--- src/rtl/mips_ctrl_pkg.sv ---
// Shared encodings for the multicycle MIPS control path: opcodes, FSM
// state numbers and the alu_op code also consumed by the ALU control block.
package mips_ctrl_pkg;

    // IR[31:26] values handled by the control FSM
    localparam logic [5:0] OP_RTYPE = 6'b000000;
    localparam logic [5:0] OP_LW    = 6'b100011;
    localparam logic [5:0] OP_SW    = 6'b101011;
    localparam logic [5:0] OP_BEQ   = 6'b000100;
    localparam logic [5:0] OP_J     = 6'b000010;
    localparam logic [5:0] OP_ADDI  = 6'b001000;

    // Visible on the debug state port, so the numbering is fixed
    typedef enum logic [3:0] {
        S_FETCH     = 4'd0,
        S_DECODE    = 4'd1,
        S_MEM_ADDR  = 4'd2,
        S_MEM_READ  = 4'd3,
        S_MEM_WB    = 4'd4,
        S_MEM_WRITE = 4'd5,
        S_R_EXEC    = 4'd6,
        S_R_WB      = 4'd7,
        S_BRANCH    = 4'd8,
        S_JUMP      = 4'd9,
        S_ADDI_EXEC = 4'd10,
        S_ADDI_WB   = 4'd11
    } state_t;

    // 2'b11 is reserved and never produced
    typedef enum logic [1:0] {
        ALU_ADD   = 2'b00,
        ALU_SUB   = 2'b01,
        ALU_FUNCT = 2'b10
    } alu_op_t;

    // ALU B operand select
    localparam logic [1:0] SRCB_REG   = 2'b00;
    localparam logic [1:0] SRCB_FOUR  = 2'b01;
    localparam logic [1:0] SRCB_IMM   = 2'b10;
    localparam logic [1:0] SRCB_IMMSH = 2'b11;

    // PC next-value select
    localparam logic [1:0] PCSRC_ALU    = 2'b00;
    localparam logic [1:0] PCSRC_ALUOUT = 2'b01;
    localparam logic [1:0] PCSRC_JUMP   = 2'b10;

    // True for every opcode the FSM has a sequence for
    function automatic logic op_supported(input logic [5:0] op);
        return (op == OP_RTYPE) || (op == OP_LW)  || (op == OP_SW) ||
               (op == OP_BEQ)   || (op == OP_J)   || (op == OP_ADDI);
    endfunction

endpackage

--- src/rtl/multicycle_control.sv ---
// Main control FSM of the multicycle MIPS datapath. The state register is
// the only flop; every control output is decoded from the current state,
// with mem_ready gating only the FETCH loads and the store completion.
module multicycle_control
    import mips_ctrl_pkg::*;
#(
    parameter int WAIT_MEM = 1
) (
    input  logic       clk,
    input  logic       reset,
    input  logic [5:0] opcode,
    input  logic       mem_ready,
    output logic       pc_write,
    output logic       pc_write_cond,
    output logic       iord,
    output logic       mem_read,
    output logic       mem_write,
    output logic       ir_write,
    output logic       mem_to_reg,
    output logic       reg_dst,
    output logic       reg_write,
    output logic       alu_src_a,
    output logic [1:0] alu_src_b,
    output logic [1:0] alu_op,
    output logic [1:0] pc_source,
    output logic       instr_done,
    output logic       illegal,
    output logic [3:0] state
);

    localparam bit HONOR_READY = (WAIT_MEM != 0);

    // Held as raw bits so the unreachable codes 12-15 stay representable
    logic [3:0] state_q;
    logic [3:0] state_n;
    logic       rdy;

    // With handshaking disabled every memory access completes at once
    assign rdy   = !HONOR_READY || mem_ready;
    assign state = state_q;

    // State register, asynchronously forced to FETCH
    always_ff @(posedge clk or posedge reset) begin
        if (reset) state_q <= S_FETCH;
        else       state_q <= state_n;
    end

    // Next-state sequencing
    always_comb begin
        state_n = S_FETCH;
        case (state_q)
            S_FETCH:     state_n = rdy ? S_DECODE : S_FETCH;
            S_DECODE: begin
                case (opcode)
                    OP_LW, OP_SW: state_n = S_MEM_ADDR;
                    OP_RTYPE:     state_n = S_R_EXEC;
                    OP_BEQ:       state_n = S_BRANCH;
                    OP_J:         state_n = S_JUMP;
                    OP_ADDI:      state_n = S_ADDI_EXEC;
                    default:      state_n = S_FETCH;
                endcase
            end
            S_MEM_ADDR:  state_n = (opcode == OP_LW) ? S_MEM_READ : S_MEM_WRITE;
            S_MEM_READ:  state_n = rdy ? S_MEM_WB : S_MEM_READ;
            S_MEM_WB:    state_n = S_FETCH;
            S_MEM_WRITE: state_n = rdy ? S_FETCH : S_MEM_WRITE;
            S_R_EXEC:    state_n = S_R_WB;
            S_R_WB:      state_n = S_FETCH;
            S_BRANCH:    state_n = S_FETCH;
            S_JUMP:      state_n = S_FETCH;
            S_ADDI_EXEC: state_n = S_ADDI_WB;
            S_ADDI_WB:   state_n = S_FETCH;
            default:     state_n = S_FETCH;
        endcase
    end

    // Output decode; anything not set in a state stays inactive
    always_comb begin
        pc_write      = 1'b0;
        pc_write_cond = 1'b0;
        iord          = 1'b0;
        mem_read      = 1'b0;
        mem_write     = 1'b0;
        ir_write      = 1'b0;
        mem_to_reg    = 1'b0;
        reg_dst       = 1'b0;
        reg_write     = 1'b0;
        alu_src_a     = 1'b0;
        alu_src_b     = SRCB_REG;
        alu_op        = ALU_ADD;
        pc_source     = PCSRC_ALU;
        instr_done    = 1'b0;
        illegal       = 1'b0;
        case (state_q)
            S_FETCH: begin
                // PC+4 is computed every fetch cycle but only committed
                // together with the instruction word
                mem_read  = 1'b1;
                alu_src_b = SRCB_FOUR;
                ir_write  = rdy;
                pc_write  = rdy;
            end
            S_DECODE: begin
                // Speculative branch target into ALUOut
                alu_src_b = SRCB_IMMSH;
                illegal   = !op_supported(opcode);
            end
            S_MEM_ADDR, S_ADDI_EXEC: begin
                alu_src_a = 1'b1;
                alu_src_b = SRCB_IMM;
            end
            S_MEM_READ: begin
                mem_read = 1'b1;
                iord     = 1'b1;
            end
            S_MEM_WRITE: begin
                mem_write  = 1'b1;
                iord       = 1'b1;
                instr_done = rdy;
            end
            S_MEM_WB: begin
                reg_write  = 1'b1;
                mem_to_reg = 1'b1;
                instr_done = 1'b1;
            end
            S_R_EXEC: begin
                alu_src_a = 1'b1;
                alu_op    = ALU_FUNCT;
            end
            S_R_WB: begin
                reg_write  = 1'b1;
                reg_dst    = 1'b1;
                instr_done = 1'b1;
            end
            S_ADDI_WB: begin
                reg_write  = 1'b1;
                instr_done = 1'b1;
            end
            S_BRANCH: begin
                alu_src_a     = 1'b1;
                alu_op        = ALU_SUB;
                pc_write_cond = 1'b1;
                pc_source     = PCSRC_ALUOUT;
                instr_done    = 1'b1;
            end
            S_JUMP: begin
                pc_write   = 1'b1;
                pc_source  = PCSRC_JUMP;
                instr_done = 1'b1;
            end
            default: ;
        endcase
    end

endmodule

--- config.mk ---
export PLATFORM = sky130hd
export DESIGN_NAME = multicycle_control
export DESIGN_NICKNAME = d
export VERILOG_FILES = /design/src/rtl/mips_ctrl_pkg.sv /design/src/rtl/multicycle_control.sv
export SDC_FILE = /design/constraint.sdc
export NUM_CORES = 1
export LEC_CHECK = 0
export CAP_MARGIN = 20
export CORE_MARGIN = 1.5
export CORE_UTILIZATION = 36
export CTS_CLUSTER_SIZE = 14
export DETAILED_ROUTE_END_ITERATION = 12
export PLACE_DENSITY = 0.79
export SETUP_SLACK_MARGIN = 0.3
export SYNTH_ARGS = -nofsm -noshare
export SYNTH_HDL_FRONTEND = slang
export SYNTH_SLANG_ARGS = --single-unit
--- constraint.sdc ---
create_clock -name clk -period 1.7 [get_ports clk]
set_input_delay 0.425 -clock clk [delete_from_list [all_inputs] [get_ports clk]]
set_output_delay 0.425 -clock clk [all_outputs]
set_load 0.1 [all_outputs]
==> results_dict.tcl, run 1 <==
set metrics [dict create \
    outcome "stopped before the end" \
    failed_stage "3_5_place_dp" \
    error_line "[ERROR DPL-0033] detailed placement checks failed during check placement." \
    yosys_register_bits 4 \
    rows 14 \
    netlist_area_um2 564 \
    synth_cell_types 32 \
    postSynthAreaPerCell_um2 7.33 \
    die_y_um 42.6 \
    syn-instance-count 77 \
    die_w_um 42.6 \
    ys.warnings.count 0 \
    synth_edf_count 0 \
    start_util 0.379 \
    synth_flop_cell "dfrtp_1" \
    io_buffer_count 30 \
    ios 31 \
    syn_nets 86 \
    gp_congestion 0.851 \
    post-dp-hpwl_um 2910 \
    ys_async_sr_fraction 1.00 \
    ys_seq_area_frac 0.177 \
]
[synthesized netlist by cell type (2+ instances only)]
cell type,count,share of area
o21ai_0,3,0.027
dfrtp_1,4,0.18
buf_2,5,0.044
o211ai_1,2,0.027
nor2_1,7,0.047
a211oi_1,3,0.040
a21oi_1,2,0.018
and3_1,3,0.033
nor3_1,10,0.089
xor2_1,2,0.031
o221ai_1,3,0.047
inv_1,3,0.020
buf_4,2,0.027
nand2_1,4,0.027
nand2b_1,5,0.055
nor3b_1,3,0.040
[per-stage QoR]
stage / TNS [ns] / instances / cell area (µm²) / worst slack (ns)
global placement: -1.52 / 146 / 1470 / -0.385
floorplan: -10.86 / 77 / 812 / -0.995
[logic make-up after synthesis]
kind of cell	after synthesis	synth area share
AOI/OAI and AO/OA	17	0.211
xor gates and xnor gates	3	0.0466
buffers and inverters	11	0.111
DFF	4	0.177
muxes	1	0.0177
and+or+nand+nor	41	0.437
==> inputs of run 2 (changes only) <==
--- a/config.mk
+++ b/config.mk
@@ -6,12 +6,10 @@
 export NUM_CORES = 1
 export LEC_CHECK = 0
 export CAP_MARGIN = 20
-export CORE_MARGIN = 1.5
-export CORE_UTILIZATION = 36
-export CTS_CLUSTER_SIZE = 14
+export CORE_AREA = 2 2 63 65
 export DETAILED_ROUTE_END_ITERATION = 12
-export PLACE_DENSITY = 0.79
-export SETUP_SLACK_MARGIN = 0.3
+export DIE_AREA = 0 0 65 67
+export PLACE_DENSITY_LB_ADDON = 0.15
 export SYNTH_ARGS = -nofsm -noshare
 export SYNTH_HDL_FRONTEND = slang
 export SYNTH_SLANG_ARGS = --single-unit
==> run 2 against run 1 <==
Against the previous run: the flow now finishes, with violations (negative setup slack); synthesized cell count unchanged; area after synthesis unchanged.
==> results_dict.tcl, run 2 <==
set metrics [dict create \
    worst-path-max-fanout 8 \
    yosys_register_bits 4 \
    antenna_cells 0 \
    io_buffer_count 30 \
    drv_slew 0 \
    synth_top_family_by_area "simple AND/OR/NAND/NOR gates" \
    core_um2 3610 \
    ys_top_cells_by_area "dfrtp_1 (18%), nor3_1 (8.9%), nand2b_1 (5.5%)" \
    cts_root_buffer "clkbuf_8" \
    synth_top_area_share 0.177 \
    slew_headroom 0.722 \
    final_common_cell "buf_4" \
    cts_buffers 3 \
    vias_per_cell 4.20 \
    reg2reg_slack_ns 0.11 \
    grt_pass1_vias 822 \
    ys_async_sr_fraction 1.00 \
    grt_usage 0.110 \
    r2r-start "state[2]" \
    clk_pin_slew_worst_paths_ns 0.03 \
    cp-end-kind "output port" \
    largest_reg_flops 4 \
    n_fill_cell 355 \
    synthAdderAreaFrac 0 \
    fin_skew_ns 0.00367 \
    drt-pass1-iter-count 4 \
    crit_required_ns 1.27 \
    fin_ws_ns -0.194 \
    synth_compound_area_frac 0.211 \
    p_leak_nw 0.692 \
    hold_path.class "primary input to asynchronous set/reset pin" \
    ant_nets 0 \
    synth_most_common_cell "nor3_1" \
    syn-instance-count 77 \
    worstMarginPinSlew_ns 0.414 \
    synthMuxAreaShare 0.0177 \
    die_w_um 65 \
    synth_flop_cell "dfrtp_1" \
    overflow 0 \
    critPathKind "flip-flop to output port" \
    yosys.area.top_type "dfrtp_1" \
    r2r.worst_path.cells 5 \
    startpoint "state[1]" \
    gp_congestion 0.779 \
    start_util 0.156 \
    max_freq_ghz 0.528 \
    cellPowerDensity_nw_per_um2 650 \
    cts_max_level 1 \
    synth_edf_count 0 \
    synth-simple-area-share 0.437 \
    vias 803 \
    drive_gt1_frac 0.713 \
    cts_tree "built" \
    post_drt_wl_per_cell_um 11.7 \
    ys_seq_area_frac 0.177 \
    cp-start-kind "flip-flop" \
    ios 31 \
    slowest_delay_ns 0.53 \
    grt_pass1_wl_um 3690 \
    crit_slowest_cell "dfrtp_4" \
    finalNetCount 154 \
    synth_xor_area_frac 0.0466 \
    rows 22 \
    setup_violations 18 \
    postSynthAreaPerCell_um2 7.33 \
    cts.path.max_buffers 2 \
    wirelength_um 2230 \
    synth_common_cells "nor3_1 (10), nor2_1 (7), buf_2 (5), nand2b_1 (5)" \
    outcome "finished with violations" \
    drtIter0Drc 16 \
    grt_max_degree 9 \
    syn2layout_area_growth_pct 216 \
    fin_crit_sh 1.11 \
    hold_viol_final 0 \
    drcViolationCount 0 \
    layout_common_cells "buf_4 (27), buf_12 (22), buf_6 (12), nor3_4 (6)" \
    violations "negative setup slack" \
    holdWs_ns 0.404 \
    antenna_found_initial 0 \
    period_needed_ns 1.89 \
    grt_setup_unrepaired "true" \
    clk_latency_ns 0.22 \
    crit_path_cell_trace "buf_6, xnor2_4, nor3b_4, buf_12" \
    post-dp-hpwl_um 1720 \
    syn_nets 86 \
    arrival_ns 1.47 \
    netlist_area_um2 564 \
    cap_violations 0 \
    synth_cell_types 32 \
    die_area_um2 4360 \
    max-vdd-ir-drop_uv 633 \
    rr_endpoint "state[2]" \
    cts_sinks 4 \
    postCtsHoldBufs 0 \
    die_y_um 67 \
    final_util 0.494 \
    ys.warnings.count 0 \
]
[run 2: cell counts after synthesis]
No cell type changed its count.
[run 2: per-layer routing]
metal / global-route usage / routed length [µm] / part of all wire
met1: 0.122 / 916 / 0.41
met2: 0.207 / 1220 / 0.55
met3: 0.0169 / 98 / 0.044
met4: 0.0479 / 0 / 0
met5: 0 / 0 / 0
[run 2: cells by family (layout without fill, tap and decap cells)]
group	after synthesis	after routing
flops	4	4
mux	1	1
buf+inv	11	77
simple gates	41	41
xor+xnor	3	3
compound gates	17	17
[run 2: cell type report]
type                       count  area, µm²  area share
tap                           48       60.1      0.0337
multi-input combinational     62        669       0.376
timing repair buffer          71        883       0.496
clock buffer                   3       41.3      0.0232
inverter                       3       11.3     0.00632
sequential                     4        115      0.0647
[run 2: what timing repair did]
| item | in CTS | in global routing |
|---|---|---|
| buffers inserted | 5 | 6 |
| pin swaps | 13 | 7 |
| endpoints found under the setup margin | 18 | 18 |
| resized for setup | 30 | 14 |
[run 2: worst max-delay path, delay by kind of cell, from the launching register on]
family / cells / cell delay [ns]
buffers and inverters: 2 / 0.35
DFF: 1 / 0.53
and+or+nand+nor: 1 / 0.23
xor gates and xnor gates: 1 / 0.14
[run 2: metrics by stage]
step                std cells  power (mW)  instance area, µm²  setup slack, ns  TNS, ns
global placement          177       0.874                1500           -0.405    -1.71
CTS                       185        1.12                1670           -0.203    -2.58
global route              191        1.21                1780           -0.244    -3.39
floorplan                  77       0.623                 808           -0.995   -10.87
detailed placement        177       0.876                1500           -0.447    -1.78
finish                    191        1.16                1780           -0.194    -2.52
[run 2: how the worst max path moves through the flow]
stage,end,slack [ns],depth (start not counted)
after floorplan,alu_op[0],-0.99,5
after global placement,illegal,-0.41,5
after detailed placement,illegal,-0.45,5
after CTS,illegal,-0.20,3
after global routing,illegal,-0.24,3
final,iord,-0.19,4
[run 2: report_power, final]
part	total (mW)	switching [mW]	leakage, nW	internal [mW]
logic	0.829	0.473	0.624	0.355
clock network	0.197	0.0464	0.0216	0.151
registers	0.131	0.0240	0.0470	0.107
total	1.16	0.544	0.692	0.613
Note: power is estimated with default switching activity, not from simulation.
==> inputs of run 3 (changes only) <==
--- a/config.mk
+++ b/config.mk
@@ -9,6 +9,7 @@
 export CORE_AREA = 2 2 63 65
 export DETAILED_ROUTE_END_ITERATION = 12
 export DIE_AREA = 0 0 65 67
+export GPL_TIMING_DRIVEN = 0
 export PLACE_DENSITY_LB_ADDON = 0.15
 export SYNTH_ARGS = -nofsm -noshare
 export SYNTH_HDL_FRONTEND = slang
==> run 3 against run 2 <==
Against the previous run: the flow still finishes with violations (negative setup slack); via count rose by 5.5%; register-to-register slack got worse by 0.07 ns; sequential share of layout area is 0.29 points lower; die area is the same; flip-flop and latch count did not move; non-clock buffer count increased by 6; fmax is 8.7% lower; clock power fell by 2%; routed wire length up 6.6%.
==> results_dict.tcl, run 3 (synthesis results as in run 2) <==
set metrics [dict create \
    outcome "finished with violations" \
    violations "negative setup slack" \
    worst-path-buf-inv 4 \
    tns_ns -5.21 \
    ant_nets 0 \
    critical_path.top_delay_family "buffers and inverters" \
    slew_headroom 0.367 \
    ios 31 \
    crit_slowest_cell "dfrtp_4" \
    p_sw_frac 0.466 \
    crit_path_cell_trace "buf_8, buf_12, nand2b_4, nor3_4, buf_12, buf_12" \
    period_needed_ns 2.07 \
    worst-path-max-fanout 4 \
    pwr-share-clk 0.166 \
    antenna_found_initial 0 \
    finalNetCount 160 \
    vias_per_cell 4.30 \
    io_buffer_count 30 \
    drv_slew 0 \
    cap_violations 0 \
    grt_setup_unrepaired "true" \
    r2r-start "state[2]" \
    fin_crit_sh 1.22 \
    overflow 0 \
    hold_path.class "primary input to asynchronous set/reset pin" \
    n_fill_cell 326 \
    core_um2 3610 \
    wirelength_um 2380 \
    syn2layout_area_growth_pct 230 \
    placed_area_um2 1170 \
    rows 22 \
    arrival_ns 1.65 \
    setup_violations 19 \
    die_w_um 65 \
    cts_max_level 1 \
    drcViolationCount 0 \
    clk_latency_ns 0.21 \
    critPathKind "flip-flop to output port" \
    cpMostUsedCell "buf_12" \
    antenna_cells 0 \
    gp_congestion 0.745 \
    drtIter0Drc 16 \
    combPwrFrac 0.737 \
    start_util 0.156 \
    cts_tree "built" \
    max-vdd-ir-drop_uv 563 \
    cp-start-kind "flip-flop" \
    cts_sinks 4 \
    grt_pass1_wl_um 3750 \
    cts_root_buffer "clkbuf_8" \
    die_area_um2 4360 \
    layout_common_cells "buf_4 (28), buf_12 (23), buf_6 (12), nor3_4 (6), nor2_4 (5)" \
    hold_viol_final 0 \
    cellPowerDensity_nw_per_um2 627 \
    final_common_cell "buf_4" \
    cts_buffers 3 \
    grt_usage 0.110 \
    post_drt_wl_per_cell_um 12.1 \
    vias 847 \
    grt_max_degree 9 \
    cp-end-kind "output port" \
    worstMarginPinSlew_ns 0.954 \
    r2r.worst_path.cells 7 \
    fin_skew_ns 0.00208 \
    place_ws_ns -1.45 \
    fin_ws_ns -0.373 \
    postCtsHoldBufs 0 \
    drt-pass1-iter-count 4 \
    grt_pass1_vias 866 \
    startpoint "state[2]" \
    cp.depth 6 \
    largest_reg_flops 4 \
    die_y_um 67 \
    p_leak_nw 0.757 \
    fin_area_um2 1860 \
    post-dp-hpwl_um 1460 \
    internal_power_mw 0.624 \
    clk_pin_slew_worst_paths_ns 0.03 \
    slowest_delay_ns 0.47 \
    p_sw_mw 0.545 \
    p_seq_frac 0.097 \
    final_util 0.517 \
    cts.path.max_buffers 2 \
    drive_gt1_frac 0.738 \
    crit_required_ns 1.27 \
    max_freq_ghz 0.482 \
]
run 3: metrics by stage:
step | total power, mW | hold WS [ns] | instances
after floorplan | 0.623 | 0.191 | 77
after global placement | 0.749 | 0.613 | 155
final | 1.17 | 0.391 | 197
after detailed placement | 0.749 | 0.619 | 155
after CTS | 1.13 | 0.393 | 185
after global routing | 1.22 | 0.422 | 197
run 3: layout make-up:
cell class                 instances  area, µm²  share of cell area
clock buffer                       3       41.3              0.0222
tap                               48       60.1              0.0322
buffer                             8        145              0.0779
timing repair buffer              69        816               0.438
sequential                         4        115              0.0618
inverter                           3       11.3             0.00604
multi-input combinational         62        674               0.362
run 3: worst paths after layout:
check | to | slack [ns]
worst max-delay path | alu_op[0] | -0.37
worst min-delay path | state[3] | 0.39
worst max register to register | state[2] | 0.04
worst min register to register | state[3] | 0.82
max in group asynchronous | state[1] | 1.14
min in group clk | state[0] | 0.62
run 3: power by group through the flow:
stage	clock network, mW	registers [mW]	logic [mW]
floorplan	0	0.164	0.459
global placement	0	0.114	0.635
detailed placement	0	0.115	0.635
CTS	0.200	0.114	0.812
global route	0.210	0.114	0.900
finish	0.193	0.113	0.861
run 3: repair_timing:
| item | 4_1_cts | 5_1_grt |
|---|---|---|
| setup buffers | 27 | 14 |
| gates resized for setup | 193 | 25 |
| setup endpoints to repair | 22 | 22 |
| gates cloned | 0 | 0 |
| pin swaps | 13 | 10 |
run 3: metal layers:
metal  wire length [µm]  global-route usage
met1               1030               0.129
met2               1250               0.202
met3                103              0.0287
met4                  0              0.0186
met5                  0                   0
